==> config.mk <==
export PLATFORM = sky130hd
export DESIGN_NAME = debounce_pulser
export DESIGN_NICKNAME = d
export VERILOG_FILES = /design/src/rtl/cube_ctrl_pkg.sv /design/src/rtl/input_synchronizer.sv /design/src/rtl/debounce_pulser.sv
export SDC_FILE = /design/constraint.sdc
export NUM_CORES = 1
export LEC_CHECK = 0
export ABC_AREA = 1
export CORE_MARGIN = 1
export CORE_UTILIZATION = 30
export CTS_CLUSTER_SIZE = 14
export DETAILED_ROUTE_END_ITERATION = 16
export HOLD_SLACK_MARGIN = 0.05
export MAX_ROUTING_LAYER = met4
export PLACE_DENSITY = 0.44
export SLEW_MARGIN = 5
export SYNTH_ARGS = -nofsm -noshare
export SYNTH_HDL_FRONTEND = slang
export SYNTH_SLANG_ARGS = --single-unit
==> constraint.sdc <==
create_clock -name clk -period 4.5 [get_ports clk]
set_clock_uncertainty 0.15 [all_clocks]
set_input_delay 0.45 -clock clk [delete_from_list [all_inputs] [get_ports clk]]
set_output_delay 0.45 -clock clk [all_outputs]
set_load 0.01 [all_outputs]
==> src/rtl/cube_ctrl_pkg.sv <==
// Shared definitions for the LED-cube control slice.
//   db_state_t      : debounce FSM state encoding (2 bits)
//   DEBOUNCE_W_DEF  : default qualify counter width (stable for 2^W cycles)
//   LONG_W_DEF      : default long-press counter width
//   SYNC_STAGES_DEF : default synchronizer depth
package cube_ctrl_pkg;

  typedef enum logic [1:0] {
    IDLE       = 2'd0,
    QUAL_PRESS = 2'd1,
    PRESSED    = 2'd2,
    QUAL_REL   = 2'd3
  } db_state_t;

  localparam int unsigned DEBOUNCE_W_DEF  = 9;
  localparam int unsigned LONG_W_DEF      = 12;
  localparam int unsigned SYNC_STAGES_DEF = 2;

endpackage

==> src/rtl/input_synchronizer.sv <==
// Multi-flop synchronizer for asynchronous button levels.
// Shared by every board button input.
// Ports:
//   clk    in  system clock
//   reset  in  synchronous, active-high; clears the whole chain to 0
//   d      in  [WIDTH-1:0] asynchronous input
//   q      out [WIDTH-1:0] input after STAGES flops
module input_synchronizer #(
  parameter int unsigned STAGES = 2,
  parameter int unsigned WIDTH  = 1
) (
  input  logic             clk,
  input  logic             reset,
  input  logic [WIDTH-1:0] d,
  output logic [WIDTH-1:0] q
);

  logic [WIDTH-1:0] chain_q [STAGES];

  always_ff @(posedge clk) begin
    if (reset) begin
      for (int unsigned i = 0; i < STAGES; i++) chain_q[i] <= '0;
    end else begin
      chain_q[0] <= d;
      for (int unsigned i = 1; i < STAGES; i++) chain_q[i] <= chain_q[i-1];
    end
  end

  assign q = chain_q[STAGES-1];

endmodule

==> src/rtl/debounce_pulser.sv <==
// Button debouncer: turns a raw bouncing level into a clean debounced level
// plus a one-cycle strobe per qualified press. The input must be stable for
// 2^DEBOUNCE_W cycles (after synchronization) to change level_out.
// Optional feature macro: LONG_PRESS_EN adds a one-cycle strobe after a press
// has been held for a further 2^LONG_W cycles.
// Ports:
//   clk             in   system clock
//   reset           in   synchronous, active-high reset
//   level_in        in   raw asynchronous button level, active-high
//   level_out       out  debounced level (registered)
//   pulse_out       out  one-cycle strobe per qualified press (registered)
//   long_pulse_out  out  one-cycle strobe after a long hold (0 without LONG_PRESS_EN)
module debounce_pulser
  import cube_ctrl_pkg::*;
#(
  parameter int unsigned DEBOUNCE_W  = DEBOUNCE_W_DEF,
  parameter int unsigned SYNC_STAGES = SYNC_STAGES_DEF,
  parameter int unsigned LONG_W      = LONG_W_DEF
) (
  input  logic clk,
  input  logic reset,
  input  logic level_in,
  output logic level_out,
  output logic pulse_out,
  output logic long_pulse_out
);

  localparam logic [DEBOUNCE_W-1:0] CNT_MAX = '1;

  logic                  sync_in;
  db_state_t             state_q, state_d;
  logic [DEBOUNCE_W-1:0] cnt_q, cnt_d;
  logic                  level_q, level_d;
  logic                  pulse_q, pulse_d;

  input_synchronizer #(
    .STAGES (SYNC_STAGES),
    .WIDTH  (1)
  ) u_sync (
    .clk   (clk),
    .reset (reset),
    .d     (level_in),
    .q     (sync_in)
  );

  always_ff @(posedge clk) begin
    if (reset) begin
      state_q <= IDLE;
      cnt_q   <= '0;
      level_q <= 1'b0;
      pulse_q <= 1'b0;
    end else begin
      state_q <= state_d;
      cnt_q   <= cnt_d;
      level_q <= level_d;
      pulse_q <= pulse_d;
    end
  end

  always_comb begin
    state_d = state_q;
    cnt_d   = cnt_q;
    level_d = level_q;
    pulse_d = 1'b0;
    case (state_q)
      IDLE: begin
        level_d = 1'b0;
        if (sync_in) begin
          state_d = QUAL_PRESS;
          cnt_d   = '0;
        end
      end
      QUAL_PRESS: begin
        if (!sync_in) begin
          state_d = IDLE;
          cnt_d   = '0;
        end else if (cnt_q == CNT_MAX) begin
          state_d = PRESSED;
          level_d = 1'b1;
          pulse_d = 1'b1;
        end else begin
          cnt_d = cnt_q + 1'b1;
        end
      end
      PRESSED: begin
        level_d = 1'b1;
        if (!sync_in) begin
          state_d = QUAL_REL;
          cnt_d   = '0;
        end
      end
      QUAL_REL: begin
        // A bounce back to 1 returns to PRESSED silently; only the
        // QUAL_PRESS -> PRESSED transition ever raises pulse_out.
        if (sync_in) begin
          state_d = PRESSED;
        end else if (cnt_q == CNT_MAX) begin
          state_d = IDLE;
          level_d = 1'b0;
        end else begin
          cnt_d = cnt_q + 1'b1;
        end
      end
      default: begin
        state_d = IDLE;
        cnt_d   = '0;
        level_d = 1'b0;
      end
    endcase
  end

  assign level_out = level_q;
  assign pulse_out = pulse_q;

`ifdef LONG_PRESS_EN
  localparam logic [LONG_W-1:0] LCNT_MAX = '1;

  logic [LONG_W-1:0] lcnt_q, lcnt_d;
  logic              long_done_q, long_done_d;
  logic              long_q, long_d;

  always_ff @(posedge clk) begin
    if (reset) begin
      lcnt_q      <= '0;
      long_done_q <= 1'b0;
      long_q      <= 1'b0;
    end else begin
      lcnt_q      <= lcnt_d;
      long_done_q <= long_done_d;
      long_q      <= long_d;
    end
  end

  // Counting is keyed on the registered state, so the hold count starts on
  // the first cycle spent in PRESSED; the strobe lands 2^LONG_W cycles after
  // pulse_out.
  always_comb begin
    lcnt_d      = lcnt_q;
    long_done_d = long_done_q;
    long_d      = 1'b0;
    if (state_q == QUAL_PRESS && state_d == PRESSED) begin
      lcnt_d      = '0;
      long_done_d = 1'b0;
    end else begin
      case (state_q)
        IDLE: begin
          lcnt_d      = '0;
          long_done_d = 1'b0;
        end
        PRESSED: begin
          if (!long_done_q) begin
            if (lcnt_q == LCNT_MAX) begin
              long_d      = 1'b1;
              long_done_d = 1'b1;
            end else begin
              lcnt_d = lcnt_q + 1'b1;
            end
          end
        end
        default: ;
      endcase
    end
  end

  assign long_pulse_out = long_q;
`else
  logic long_w_unused;
  assign long_w_unused  = (LONG_W == 0);
  assign long_pulse_out = 1'b0;
`endif

endmodule

==> results.yml <==
outcome:
  outcome: "finished clean"
timing:
  slew_viol_final: 0
  setup_violations: 0
  fin_tns_setup_ps: 0
  fin_ws_ps: 2740
  fin_crit_sh_pct: 39.2
  hold_viol: 0
  fmax_mhz: 567
  fin_crit_ps: 1760
  rsz0062_at_grt: "no"
place:
  port_buffers: 4
  dp_hpwl_microns: 1220
  dpl_cell_area_sq_um: 932
  gp_congestion: 0.773
  dp_slack_ps: 2570
synth:
  syn_area_sq_um: 861
  ys_seq_area_share_pct: 34.9
  ys_seq_elements: 15
  syn_avg_cell_area_sq_um: 6.83
  synth_cell_types: 22
  syn-instance-count: 126
  syn_nets: 134
  synth-warning-count: 0
drt:
  wl_per_cell_microns: 9.73
  firstDrtPassIters: 4
  routed_wl_microns: 1600
  vias_per_cell: 4.40
  drtAntennaViolNets: 0
  first_iter_violations: 12
  drc: 0
  num_vias: 722
worst_setup_path:
  rr_endpoint: "cnt_q[5]"
  worstPathCellList: "inv_1 > ha_1 > nand2_1 > o21ai_0 > o21ai_1 > inv_1 > o21ai_0 > nor2_1"
  reg2reg_slack_ps: 2740
  crit_path_start_kind: "flop"
  cp.required_ps: 4540
  worst_setup_path_end_kind: "flop"
  worstReg2RegStart: "state_q[0]"
  slowest_stage: "dfxtp_1"
  cp_max_fo: 5
  cp_slowest_stage_delay_ps: 410
  r2r_cells: 8
  critical_path_class: "flop to flop"
  arrival_ps: 1810
final_layout:
  num_antenna_cells: 0
  finalNetCount: 142
  syn_to_final_growth_pct: 11.3
  drive_gt1_share_pct: 9.02
  fin_area_sq_um: 958
grt:
  grt_max_degree: 9
  grt_overflow_total: 0
  antenna_found_initial: 0
  grt_pass1_wl_microns: 2880
  first_global_vias: 675
  grt.total_usage_pct: 12.5
clock_network:
  cts_tree: "yes"
  cts_setup_buffers: 0
  htreeDepth: 1
  path_clk_slew_ps: 100
  clock_path_buffers: 2
  cts-root-buf: "clkbuf_4"
  cts_buffers: 3
  hold_buffers: 0
  cts_resized: 0
  clk_latency_ps: 290
  clkSinkCount: 15
min_path:
  hold_class: "flop to flop"
  hp-start: "u_sync.chain_q[0][0]"
  worstHoldEndpoint: "u_sync.chain_q[0][1]"
  holdPathStages: 2
floorplanning:
  start_util_pct: 31.5
  fp.dieArea_sq_mm: 0.00309
  fp.dieW_microns: 55.6
  die_h_microns: 55.6
  fp-row-count: 19
  ios: 6
  core_sq_mm: 0.00273
pwr:
  p_per_area_mw_per_mm2: 438
  p_leak_nw: 0.417
  vdd_ir_drop_max_uv: 203
  power_uw: 420
flow_run:
  maxCapViolCount: 0
[cells by family (layout without fill, tap and decap cells)]
logic type / Yosys count / after routing / share of synthesized area (%)
AO/OA/AOI/OAI: 16 / 16 / 9.45
adder cells (fa/ha/maj): 5 / 5 / 7.27
flip-flops: 15 / 15 / 34.9
XOR/XNOR: 1 / 1 / 1.02
AND/OR/NAND/NOR: 67 / 67 / 37.4
buffers and inverters: 21 / 28 / 9.59
other: 1 / 1 / 0.436
[through the flow]
stage	hold WS, ps	utilization, %	cells
2_1_floorplan	238	-	126
3_3_place_gp	249	34.1	160
3_5_place_dp	248	34.1	160
4_1_cts	263	35.1	164
5_1_grt	281	35.1	164
6_report	263	35.1	164
[where the power goes]
group / switching (mW) / total, mW / internal, mW
combinational: 0.105 / 0.171 / 0.0654
clock: 0.0476 / 0.0821 / 0.0345
sequential: 0.0159 / 0.167 / 0.151
[synthesized netlist by cell type]
library cell	count	share of area [%]
nand2_1	31	14
nor2_1	20	8.7
inv_1	19	8.3
dfxtp_1	15	35
a21oi_1	8	4.7
o21ai_0	6	3.5
ha_1	5	7.3
nand3_1	3	1.7
nor2_4	3	3.9
nand2_2	2	1.5
nand3b_1	2	1.7
nand4_1	2	1.5
a31oi_1	1	0.73
buf_4	1	0.87
conb_1	1	0.44
inv_2	1	0.44
nand3_2	1	1.2
nand3_4	1	2.0
nor3_1	1	0.58
o21ai_1	1	0.58
or2_4	1	1.0
xor2_1	1	1.0
[worst max-delay path by stage]
stage,endpoint,startpoint,slack (ps),cells after the start
CTS,cnt_q[5],state_q[0],2710,8
global placement,cnt_q[5],reset,2640,6
global route,cnt_q[5],state_q[0],2550,8
floorplan,level_out,cnt_q[0],2980,7
finish,cnt_q[5],state_q[0],2740,8
detailed placement,cnt_q[5],reset,2570,6
[routing by layer]
metal / global-route usage (%) / part of all wire, %
met2: 19.3 / 42
met1: 14.9 / 53
met3: 2.11 / 2.3
met5: - / 0
met4: 8.57 / 2.9
[critical path, delay by kind of cell (launching register included)]
family | cells | cell delay, ps
fa+ha+maj | 1 | 210
flops | 1 | 410
buf+inv | 2 | 220
simple gates | 2 | 150
compound gates | 3 | 530
[flip-flops by register name, indices dropped and copies added (netlist names), named ones only]
signal and flops:
u_sync.chain_q 2, state_q 1, level_out 1, pulse_out 1, cnt_q 9
[cell type report]
type	instances	area (sq um)
inverters	20	75.1
flip-flops and latches	15	300
fillers	294	1780
multi-input cells	90	478
well taps	31	38.8
clock buffers	4	26.3
repair buffers	4	40.0
[placed cells by master, fill, tap and decap left out, types with 2 or more instances in the layout]
master,count
nand2_1,31
nor2_1,20
inv_1,19
dfxtp_1,15
a21oi_1,8
o21ai_0,6
ha_1,5
clkdlybuf4s50_1,4
nor2_4,3
nand3_1,3
clkbuf_4,3
nand2_2,2
nand4_1,2
nand3b_1,2
Power figures use the tool's default switching activity.
